`src/rtl/pipelined_reduce_gate_if.sv`:
```
// Handshake and result bundle for pipelined_reduce_gate.
// The master drives operands and out_ready; the slave (the gate) returns results.
interface pipelined_reduce_gate_if #(
  parameter int WIDTH = 8,
  parameter int CNT_W = 8
) ();
  logic             in_valid;
  logic             in_ready;
  logic [WIDTH-1:0] in_data;
  logic [1:0]       in_mode;
  logic             out_valid;
  logic             out_ready;
  logic             out_result;
  logic             out_partial;
  logic [1:0]       out_mode;
  logic [CNT_W-1:0] result_count;

  modport master (
    output in_valid, in_data, in_mode, out_ready,
    input  in_ready, out_valid, out_result, out_partial, out_mode, result_count
  );

  modport slave (
    input  in_valid, in_data, in_mode, out_ready,
    output in_ready, out_valid, out_result, out_partial, out_mode, result_count
  );
endinterface

```
`src/rtl/pipelined_reduce_gate.sv`:
```
// WIDTH-input AND/OR/XOR/NAND reduction tree plus lower-half tree, clog2(WIDTH) cycles, one result per cycle.
// A held output (out_valid & ~out_ready) freezes every stage and drops in_ready combinationally.
module pipelined_reduce_gate #(
  parameter int WIDTH = 8,
  parameter int CNT_W = 8
) (
  input logic                    clk,
  input logic                    reset,
  pipelined_reduce_gate_if.slave bus
);

  localparam int STAGES = $clog2(WIDTH);
  localparam int LEAVES = 1 << STAGES;
  localparam int HALF   = WIDTH / 2;

  function automatic logic red_op(input logic [1:0] mode, input logic a, input logic b);
    case (mode)
      2'b01:   return a | b;
      2'b10:   return a ^ b;
      default: return a & b;
    endcase
  endfunction

  function automatic int flog2(input int v);
    int r;
    r = 0;
    for (int b = 1; b < 31; b++) begin
      if ((v >> b) != 0) r = b;
    end
    return r;
  endfunction

  logic                   stall;
  logic                   ident;
  logic [LEAVES-1:0]      leaf_full;
  logic [LEAVES-1:0]      leaf_half;
  logic [2*LEAVES-1:1]    full_tree;
  logic [2*LEAVES-1:1]    half_tree;
  logic [LEAVES-1:1]      full_d, full_q;
  logic [LEAVES-1:1]      half_d, half_q;
  logic [1:0]             mode_d [1:STAGES];
  logic [1:0]             mode_q [1:STAGES];
  logic [STAGES:1]        vld_d, vld_q;
  logic [CNT_W-1:0]       cnt_d, cnt_q;

  assign stall = vld_q[STAGES] & ~bus.out_ready;
  assign ident = (bus.in_mode == 2'b00) || (bus.in_mode == 2'b11);

  // Padding leaves take the identity of the base operator so they never affect the result.
  always_comb begin
    leaf_full              = {LEAVES{ident}};
    leaf_half              = {LEAVES{ident}};
    leaf_full[WIDTH-1:0]   = bus.in_data;
    leaf_half[HALF-1:0]    = bus.in_data[HALF-1:0];
  end

  // Heap layout: node 1 is the root, node j has children 2j and 2j+1, leaves sit at LEAVES..2*LEAVES-1.
  assign full_tree = {leaf_full, full_q};
  assign half_tree = {leaf_half, half_q};

  always_comb begin
    mode_d[1] = bus.in_mode;
    vld_d[1]  = bus.in_valid;
    for (int s = 2; s <= STAGES; s++) begin
      mode_d[s] = mode_q[s-1];
      vld_d[s]  = vld_q[s-1];
    end
  end

  always_comb begin
    full_d = '0;
    half_d = '0;
    for (int i = 1; i < LEAVES; i++) begin
      full_d[i] = red_op(mode_d[STAGES - flog2(i)], full_tree[2*i], full_tree[2*i+1]);
      half_d[i] = red_op(mode_d[STAGES - flog2(i)], half_tree[2*i], half_tree[2*i+1]);
    end
    if (mode_d[STAGES] == 2'b11) begin
      full_d[1] = ~full_d[1];
      half_d[1] = ~half_d[1];
    end
  end

  always_comb begin
    cnt_d = cnt_q;
    if (vld_q[STAGES] && bus.out_ready) cnt_d = cnt_q + CNT_W'(1);
  end

  always_ff @(posedge clk) begin
    if (reset) begin
      vld_q  <= '0;
      full_q <= '0;
      half_q <= '0;
      cnt_q  <= '0;
      for (int s = 1; s <= STAGES; s++) mode_q[s] <= 2'b00;
    end else begin
      cnt_q <= cnt_d;
      if (!stall) begin
        vld_q  <= vld_d;
        full_q <= full_d;
        half_q <= half_d;
        for (int s = 1; s <= STAGES; s++) mode_q[s] <= mode_d[s];
      end
    end
  end

  assign bus.in_ready     = ~stall;
  assign bus.out_valid    = vld_q[STAGES];
  assign bus.out_result   = full_tree[1];
  assign bus.out_partial  = half_tree[1];
  assign bus.out_mode     = mode_q[STAGES];
  assign bus.result_count = cnt_q;

endmodule
```
`src/flat_wrapper.sv`:
```
// flat-port wrapper written by rule: the top's interface ports become plain ports
module pipelined_reduce_gate_flat 
#(
  parameter int WIDTH = 8,
  parameter int CNT_W = 8
)
  (clk, reset, bus_in_valid, bus_in_data, bus_in_mode, bus_out_ready, bus_in_ready, bus_out_valid, bus_out_result, bus_out_partial, bus_out_mode, bus_result_count);
  pipelined_reduce_gate_if #(.WIDTH(WIDTH), .CNT_W(CNT_W)) bus_i ();
  input logic clk;
  input logic reset;
  input wire logic [$bits(bus_i.in_valid)-1:0] bus_in_valid;
  input wire logic [$bits(bus_i.in_data)-1:0] bus_in_data;
  input wire logic [$bits(bus_i.in_mode)-1:0] bus_in_mode;
  input wire logic [$bits(bus_i.out_ready)-1:0] bus_out_ready;
  output wire logic [$bits(bus_i.in_ready)-1:0] bus_in_ready;
  output wire logic [$bits(bus_i.out_valid)-1:0] bus_out_valid;
  output wire logic [$bits(bus_i.out_result)-1:0] bus_out_result;
  output wire logic [$bits(bus_i.out_partial)-1:0] bus_out_partial;
  output wire logic [$bits(bus_i.out_mode)-1:0] bus_out_mode;
  output wire logic [$bits(bus_i.result_count)-1:0] bus_result_count;
  assign bus_i.in_valid = bus_in_valid;
  assign bus_i.in_data = bus_in_data;
  assign bus_i.in_mode = bus_in_mode;
  assign bus_i.out_ready = bus_out_ready;
  assign bus_in_ready = bus_i.in_ready;
  assign bus_out_valid = bus_i.out_valid;
  assign bus_out_result = bus_i.out_result;
  assign bus_out_partial = bus_i.out_partial;
  assign bus_out_mode = bus_i.out_mode;
  assign bus_result_count = bus_i.result_count;
  pipelined_reduce_gate #(.WIDTH(WIDTH), .CNT_W(CNT_W)) u_core (.clk(clk), .reset(reset), .bus(bus_i));
endmodule
```
`config.mk`:
```
export PLATFORM = sky130hd
export DESIGN_NAME = pipelined_reduce_gate_flat
export DESIGN_NICKNAME = d
export VERILOG_FILES = /design/src/rtl/pipelined_reduce_gate_if.sv /design/src/rtl/pipelined_reduce_gate.sv /design/src/flat_wrapper.sv
export SDC_FILE = /design/constraint.sdc
export NUM_CORES = 1
export LEC_CHECK = 0
export CAP_MARGIN = 25
export CELL_PAD_IN_SITES_DETAIL_PLACEMENT = 1
export CELL_PAD_IN_SITES_GLOBAL_PLACEMENT = 2
export CORE_MARGIN = 4
export CORE_UTILIZATION = 33
export CTS_CLUSTER_SIZE = 12
export DETAILED_ROUTE_END_ITERATION = 16
export PLACE_DENSITY = 0.79
export SLEW_MARGIN = 20
export SYNTH_ARGS = -nofsm -noshare
export SYNTH_HDL_FRONTEND = slang
export SYNTH_SLANG_ARGS = --single-unit
```
`constraint.sdc`:
```
create_clock -name clk -period 2.3 [get_ports clk]
set_input_delay 0.46 -clock clk [delete_from_list [all_inputs] [get_ports clk]]
set_output_delay 0.46 -clock clk [all_outputs]
set_load 0.01 [all_outputs]
```
* Word-level counts from Yosys, hierarchy flattened *
Memory sizes are Yosys's and may differ from the RTL's.
Cells that the tools add are included.

storage, ports and cells
  register bits = 24
  memory bits (writable) = 6
  bits of input ports = 14
  output and inout port bits = 14
  word-level logic and storage cells = 76
  memories = 1

memory list
  memory         depth  bits a word  read ports  clocked after Yosys merged registers in  wr ports  RTL line                     RTL
  u_core.mode_q  3      2            3           0                                        3         pipelined_reduce_gate.sv:42  logic [1:0] mode_q [1:STAGES];

operators by class
  add/subtract/negate cells = 1
  equal/unequal tests = 8
  muxes and demuxes = 21
  bitwise gates (word level) = 38
  reduce and logical (&&, ||, !) cells = 3

operators by type and width
  cell                                                 count
  case mux 1 bit (2 select lines)                      10
  bitwise OR 1 bit                                     13
  AND 1 bit                                            11
  equality test 2 bit, second input constant           5
  XOR 1 bit                                            10
  adder 8 x 1 -> 8 bit, second input constant          1
  two-way mux 1 bit                                    8
  equality test 2 x 1 -> 1 bit, second input constant  3
  two-way mux 2 bit                                    3
  NOT 1 bit                                            4
  logical NOT 2 bit                                    1
  logical AND 1 bit                                    1
  logical OR 1 bit                                     1

* Logic depth before layout (Yosys ltp) *
Gate-level depths: netlist of the first run.

  depth after elaboration = 6
  depth in mapped cells = 7
  mapped depth without buffers = 6

* Worst setup path before layout of the first run *
OpenSTA, ideal clock, no wires.

  path kind = input to register
  start point = input port bus_in_mode[0]
  end point = register u_core.full_q[6] (netlist name)
  setup time = 0.132 ns
  arrival time = 1.258 ns
  path slack = 0.910 ns
  stages = 7
  path buffers = 1
  cell sequence = inv_1 > ha_1 > clkbuf_1 > a21oi_1 > o21ai_0 > nand3_1 > a21oi_1

between the ends
  word-level cells in the longest chain between the ends = 2
  elaborated cells on any way between the ends = 3

ends and longest elaborated chain
  element                                                                     RTL line                     RTL
  start: declaration                                                          flat_wrapper.sv:13           input wire logic [$bits(bus_i.in_mode)-1:0] bus_in_mode;
  equality test 2 bit / equality test 2 x 1 -> 1 bit (equally long branches)  pipelined_reduce_gate.sv:17  case (mode)
  case mux 1 bit (2 select lines) *                                           pipelined_reduce_gate.sv:17
  end signal: assignment                                                      pipelined_reduce_gate.sv:99  full_q <= full_d;
  end: declaration                                                            pipelined_reduce_gate.sv:39  logic [LEAVES-1:1] full_d, full_q;

Mark *: on every way between the ends. The rest lies on a longest branch, timed or not.
A chain may end at the register's enable or synchronous reset.

* Final worst setup path of the first run *
  start point = input port bus_out_ready
  end point = output port bus_in_ready

between the ends
  word-level cells in the longest chain between the ends = 3

ends and longest elaborated chain
  element             RTL line                      RTL
  start: declaration  flat_wrapper.sv:14            input wire logic [$bits(bus_i.out_ready)-1:0] bus_out_ready;
  NOT 1 bit           pipelined_reduce_gate.sv:46   assign stall = vld_q[STAGES] & ~bus.out_ready;
  AND 1 bit           pipelined_reduce_gate.sv:46
  NOT 1 bit           pipelined_reduce_gate.sv:106  assign bus.in_ready = ~stall;
  end: declaration    flat_wrapper.sv:15            output wire logic [$bits(bus_i.in_ready)-1:0] bus_in_ready;

No other way between the ends.

==> results.cfg, run 1 <==
[status]
outcome = complete, no violations

[cts]
clock-sinks = 27
cts_tree = built
cts_htree_levels = 1
numCtsBuffers = 3
clkSlewWorstSetupHoldPaths_ps = 100
clk_latency_ps = 270
clock_path_buffers = 2
cts-resized-gates = 0
cts_setup_buffers = 0
ctsHoldBuffers = 0
clock-root-buffer = clkbuf_8

[synth]
synthesis.instances = 187
ys.flop_type = dfxtp_1
async_reset_ff_frac = 0
avgSynthCellArea_sq_um = 8.477
syn_nets = 225
synth.distinct_cells = 28
synth-seq-area-share = 0.3788
yosys_register_bits = 27
syn_area_sq_um = 1585
synth_edf_count = 6
yosys_warnings = 0

[finish]
stdcell_area_sq_um = 1966
syn2layout_area_growth_pct = 23.99
num-nets-final = 255
layout-drive-gt1-share = 0.06019
diodes = 0

[timing]
hold_viol_final = 0
finClkSkew_ps = 5.679
min_period_ps = 2179
clock.fmax_ghz = 0.4589
fin_setup_tns_ps = 0
worst_slew_pin_slew_ps = 301.4
fin_crit_sh = 0.9474
finalSetupViolations = 0
rsz0062_at_grt = false
finalMaxSlewViolations = 0
maxSlewHeadroom = 0.7990

[setup_path]
crit_slowest_cell = clkdlybuf4s50_1
r2r_start = u_core.mode_q[0][4]
arrival_ps = 1720
cp-start-kind = primary input
reg2reg_slack_ps = 780
crit_path_start = bus_out_ready
endpoint = bus_in_ready
critPathRequiredTime_ps = 1840
r2r_cells = 6
crit_chain = clkdlybuf4s50_1 > and2b_4 > inv_2 > clkdlybuf4s50_1
crit_path_max_fanout = 2
path_common_cell = clkdlybuf4s50_1
endpoint_kind = output port
r2r_end = u_core.full_q[1]
slowest_delay_ps = 530
crit_type = primary input to output port

[flow_run]
cap_violations = 0

[drt]
drtIter0Drc = 31
wl_per_cell_um = 12.83
vias_per_cell = 4.746
drc = 0
via_count = 1272
drtAntennaViolNets = 0
routed_wl_um = 3438
drt_first_pass_iters = 2

[floorplan]
start_util = 0.3519
core-area_sq_um = 4504
dieHeight_um = 77.31
fp.dieArea_sq_um = 5977
die_width_um = 77.31
floorplan.rows = 24
ios = 28

[power_and_ir_drop]
peakVddDrop_uv = 290.5
p_leak_nw = 0.8174
p_per_area_nw_per_um2 = 497.2

[grt]
antenna_found_initial = 0
grt.total_usage = 0.1242
grt_pass1_wl_um = 6161
grt_max_degree = 20
grtUsageMet2 = 0.2228
busiest_layer = met2
grt_overflow = 0
grt_use_met1 = 0.1560
grt_pass1_vias = 1363
met3_usage = 0.01991

[place]
placed_area_sq_um = 1917
dp_hpwl_um = 2818
numPortBuffers = 27
globalplace.congestion = 0.7899

[min_path]
min_path_type = flip-flop to flip-flop
[worst max-delay path, delay by kind of cell]
family | cells | cell delay, ps
and+or+nand+nor | 1 | 200
buffers and inverters | 3 | 1060
[sequential cells by signal, indices dropped and copies added, names as in the netlist]
register / flops
u_core.full_q: 4
u_core.vld_q: 3
u_core.half_q: 6
u_core.mode_q: 6
u_core.bus.result_count: 8
[synth_stat cells (all sizes together) (2+ instances only)]
cell,count,share of area
inv,28,0.066
ha,24,0.19
dfxtp,21,0.27
nand2,20,0.047
a21oi,19,0.060
nor2,10,0.024
nand3,9,0.032
o21ai,9,0.028
nand2b,8,0.032
nor3,7,0.022
edfxtp,6,0.11
xnor2,5,0.028
buf,4,0.019
clkbuf,3,0.0071
a211oi,2,0.0095
a31oi,2,0.0079
nor2b,2,0.0079
or3,2,0.0079
xor2,2,0.011
[layout make-up]
cell class                 instances  area (sq um)
clock buffer                       3         41.29
fill                             531          2539
sequential                        27         600.6
multi-input combinational        125         838.3
tap                               52         65.06
timing repair buffer              32         307.8
clock inverter                     1         7.507
inverter                          28         105.1
[how the worst min path moves through the flow]
| stage | from | slack, ps | depth (start not counted) | to |
|---|---|---|---|---|
| after global routing | u_core.half_q[6] | 470 | 2 | u_core.half_q[6] |
| after detailed placement | u_core.vld_q[2] | 450 | 2 | u_core.vld_q[2] |
| final | u_core.vld_q[2] | 460 | 2 | u_core.vld_q[2] |
| after floorplan | u_core.half_q[6] | 430 | 2 | u_core.half_q[6] |
| after global placement | u_core.vld_q[2] | 440 | 2 | u_core.vld_q[2] |
| after CTS | u_core.vld_q[2] | 460 | 2 | u_core.vld_q[2] |
[metal layers]
layer,share of wire,routed length [um]
met2,0.49,1696
met4,0.0093,32
met3,0.027,94
met1,0.47,1614
met5,0,0
[kinds of logic (layout without fill, tap and decap cells)]
family | after synthesis | count (layout) | share of synthesized area
simple gates | 62 | 62 | 0.1950
xor+xnor | 7 | 7 | 0.03867
fa+ha+maj | 24 | 24 | 0.1894
buf+inv | 35 | 64 | 0.09234
compound gates | 32 | 32 | 0.1058
flops | 27 | 27 | 0.3788
[through the flow]
step                      hold slack [ps]    util  total power [mW]  setup slack [ps]  instances
after floorplan                     431.9       -            0.6420             909.5        187
after global placement              440.7  0.4256            0.7038             103.9        264
after detailed placement            445.6  0.4256            0.7171             109.5        264
after CTS                           459.2  0.4364            0.9907             105.6        268
after global routing                473.9  0.4364             1.049             65.31        268
final                               458.0  0.4364            0.9772             121.0        268
[cell usage in the layout (no fill, tap or decap)]
cell	netlist	final
buf_4	2	5
dfxtp_1	21	21
nand3_2	1	1
clkdlybuf4s50_1	0	27
nor4_2	1	1
nand2_1	20	20
clkinvlp_4	0	1
a31oi_1	2	2
nand3b_1	1	1
a21oi_1	19	19
nor2_1	10	10
and2b_4	1	1
xnor2_1	5	5
edfxtp_1	6	6
o21ai_0	8	8
inv_2	1	1
xor2_1	2	2
or3_1	2	2
a211oi_1	2	2
clkbuf_8	0	3
o21ai_1	1	1
nor2b_1	2	2
ha_1	24	24
inv_1	27	27
nor3_1	7	7
nand3_1	8	8
nand4_1	1	1
nand2b_1	8	8
[power breakdown]
group          internal, mW  leakage (nW)  switching [mW]
combinational        0.0897         0.553          0.0871
clock                 0.123        0.0217           0.151
sequential            0.509         0.243          0.0172
No activity file was read; power rests on OpenSTA's default activity.
==> run 2, diff against run 1 <==
--- a/config.mk
+++ b/config.mk
@@ -12,7 +12,7 @@
 export CORE_UTILIZATION = 33
 export CTS_CLUSTER_SIZE = 12
 export DETAILED_ROUTE_END_ITERATION = 16
-export PLACE_DENSITY = 0.79
+export PLACE_DENSITY = 0.8
 export SLEW_MARGIN = 20
 export SYNTH_ARGS = -nofsm -noshare
 export SYNTH_HDL_FRONTEND = slang
==> results.cfg, run 2 (synthesis results as in run 1) <==
[finish]
instances_no_fill = 268
final_cell_mix = inv_1, clkdlybuf4s50_1, ha_1, dfxtp_1, nand2_1
layout-drive-gt1-share = 0.06019
num-nets-final = 255
diodes = 0
nFillCells = 530
largest_reg_flops = 8
syn2layout_area_growth_pct = 23.84

[drt]
drt_first_pass_iters = 4
via_count = 1302
routed_wl_um = 3474
drtIter0Drc = 23
drtAntennaViolNets = 0
vias_per_cell = 4.858
drc = 0
wl_per_cell_um = 12.96

[cts]
numCtsBuffers = 3
cts_htree_levels = 1
cts-resized-gates = 0
clock-sinks = 27
cts_setup_buffers = 0
clock_path_buffers = 2
clk_latency_ps = 280
clock-root-buffer = clkbuf_8
cts_tree = built
clkSlewWorstSetupHoldPaths_ps = 90
ctsHoldBuffers = 0

[timing]
fin_crit_sh = 0.9427
hold_viol_final = 0
rsz0062_at_grt = false
finClkSkew_ps = 8.164
min_period_ps = 2168
finalMaxSlewViolations = 0
setup_slack_ps = 131.7
clock.fmax_ghz = 0.4612
fin_setup_tns_ps = 0
maxSlewHeadroom = 0.8159
holdWs_ps = 457.3
worst_slew_pin_slew_ps = 273.9
finalSetupViolations = 0

[power_and_ir_drop]
internal_power_mw = 0.7204
p_sw_mw = 0.2547
combPwrFrac = 0.183
seqPwrFrac = 0.540
p_per_area_nw_per_um2 = 496.7
swShare = 0.2612
peakVddDrop_uv = 271.3
p_leak_nw = 0.8212
pwr-share-clk = 0.276
p_total_mw = 0.9750

[grt]
grt_pass1_wl_um = 6072
grt_overflow = 0
grt_pass1_vias = 1366
antenna_found_initial = 0
grt_max_degree = 20
grt.total_usage = 0.1236

[setup_path]
crit_type = primary input to output port
critPathRequiredTime_ps = 1840
reg2reg_slack_ps = 740
crit_path_max_fanout = 2
cp-start-kind = primary input
arrival_ps = 1710
endpoint_kind = output port

[place]
place_worst_setup_slack_ps = 118.9
globalplace.congestion = 0.7418
dp_hpwl_um = 2802
placed_cells = 264
numPortBuffers = 27

[status]
outcome = complete, no violations

[floorplan]
die_width_um = 77.31
core-area_sq_um = 4504
fp.dieArea_sq_um = 5977
dieHeight_um = 77.31
ios = 28
floorplan.rows = 24
start_util = 0.3519

[min_path]
min_path_type = flip-flop to flip-flop

[flow_run]
cap_violations = 0
[run 2: changes by cell type in the layout (fill, tap and decap cells not counted), sizes merged]
cell	previous run	this run
clkinv	0	1
clkinvlp	1	0
[run 2: worst paths after layout]
| path | depth (start not counted) | start | end |
|---|---|---|---|
| worst max-delay path | 4 | bus_out_ready | bus_in_ready |
| worst min-delay path | 2 | u_core.vld_q[1] | u_core.vld_q[1] |
| worst max register to register | 6 | u_core.mode_q[0][4] | u_core.full_q[1] |
| worst min register to register | 2 | u_core.vld_q[1] | u_core.vld_q[1] |
[run 2: layout make-up]
class	instances	area [sq um]	area share
clock buffer	3	41.29	0.02103
multi-input combinational	125	838.3	0.4270
sequential	27	600.6	0.3059
timing repair buffer	32	307.8	0.1568
inverter	28	105.1	0.05354
tap	52	65.06	0.03314
clock inverter	1	5.005	0.002549
[run 2: worst max-delay path, cell delays in order]
cell             delay [ps]
clkdlybuf4s50_1         470
and2b_4                 200
inv_2                    50
clkdlybuf4s50_1         520
[run 2: layer usage]
| layer | vias to the layer above | GRT usage | wire (um) |
|---|---|---|---|
| met5 | - | 0 | 0 |
| met4 | 0 | 0.02669 | 16 |
| met3 | 2 | 0.02927 | 111 |
| met2 | 20 | 0.2288 | 1795 |
| met1 | 617 | 0.1437 | 1551 |
| li1 | 663 | - | - |
[run 2: metrics by stage]
step / utilization / instance area (sq um)
global route: 0.4358 / 1963
detailed placement: 0.4256 / 1917
global placement: 0.4256 / 1917
floorplan: - / 1585
CTS: 0.4358 / 1963
finish: 0.4358 / 1963
[run 2: power by group through the flow]
| stage | combinational [mW] | sequential (mW) | clock, mW |
|---|---|---|---|
| finish | 0.179 | 0.527 | 0.270 |
| global route | 0.207 | 0.531 | 0.299 |
| CTS | 0.181 | 0.527 | 0.284 |
| detailed placement | 0.180 | 0.539 | 0 |
| global placement | 0.168 | 0.536 | 0 |
| floorplan | 0.105 | 0.537 | 0 |
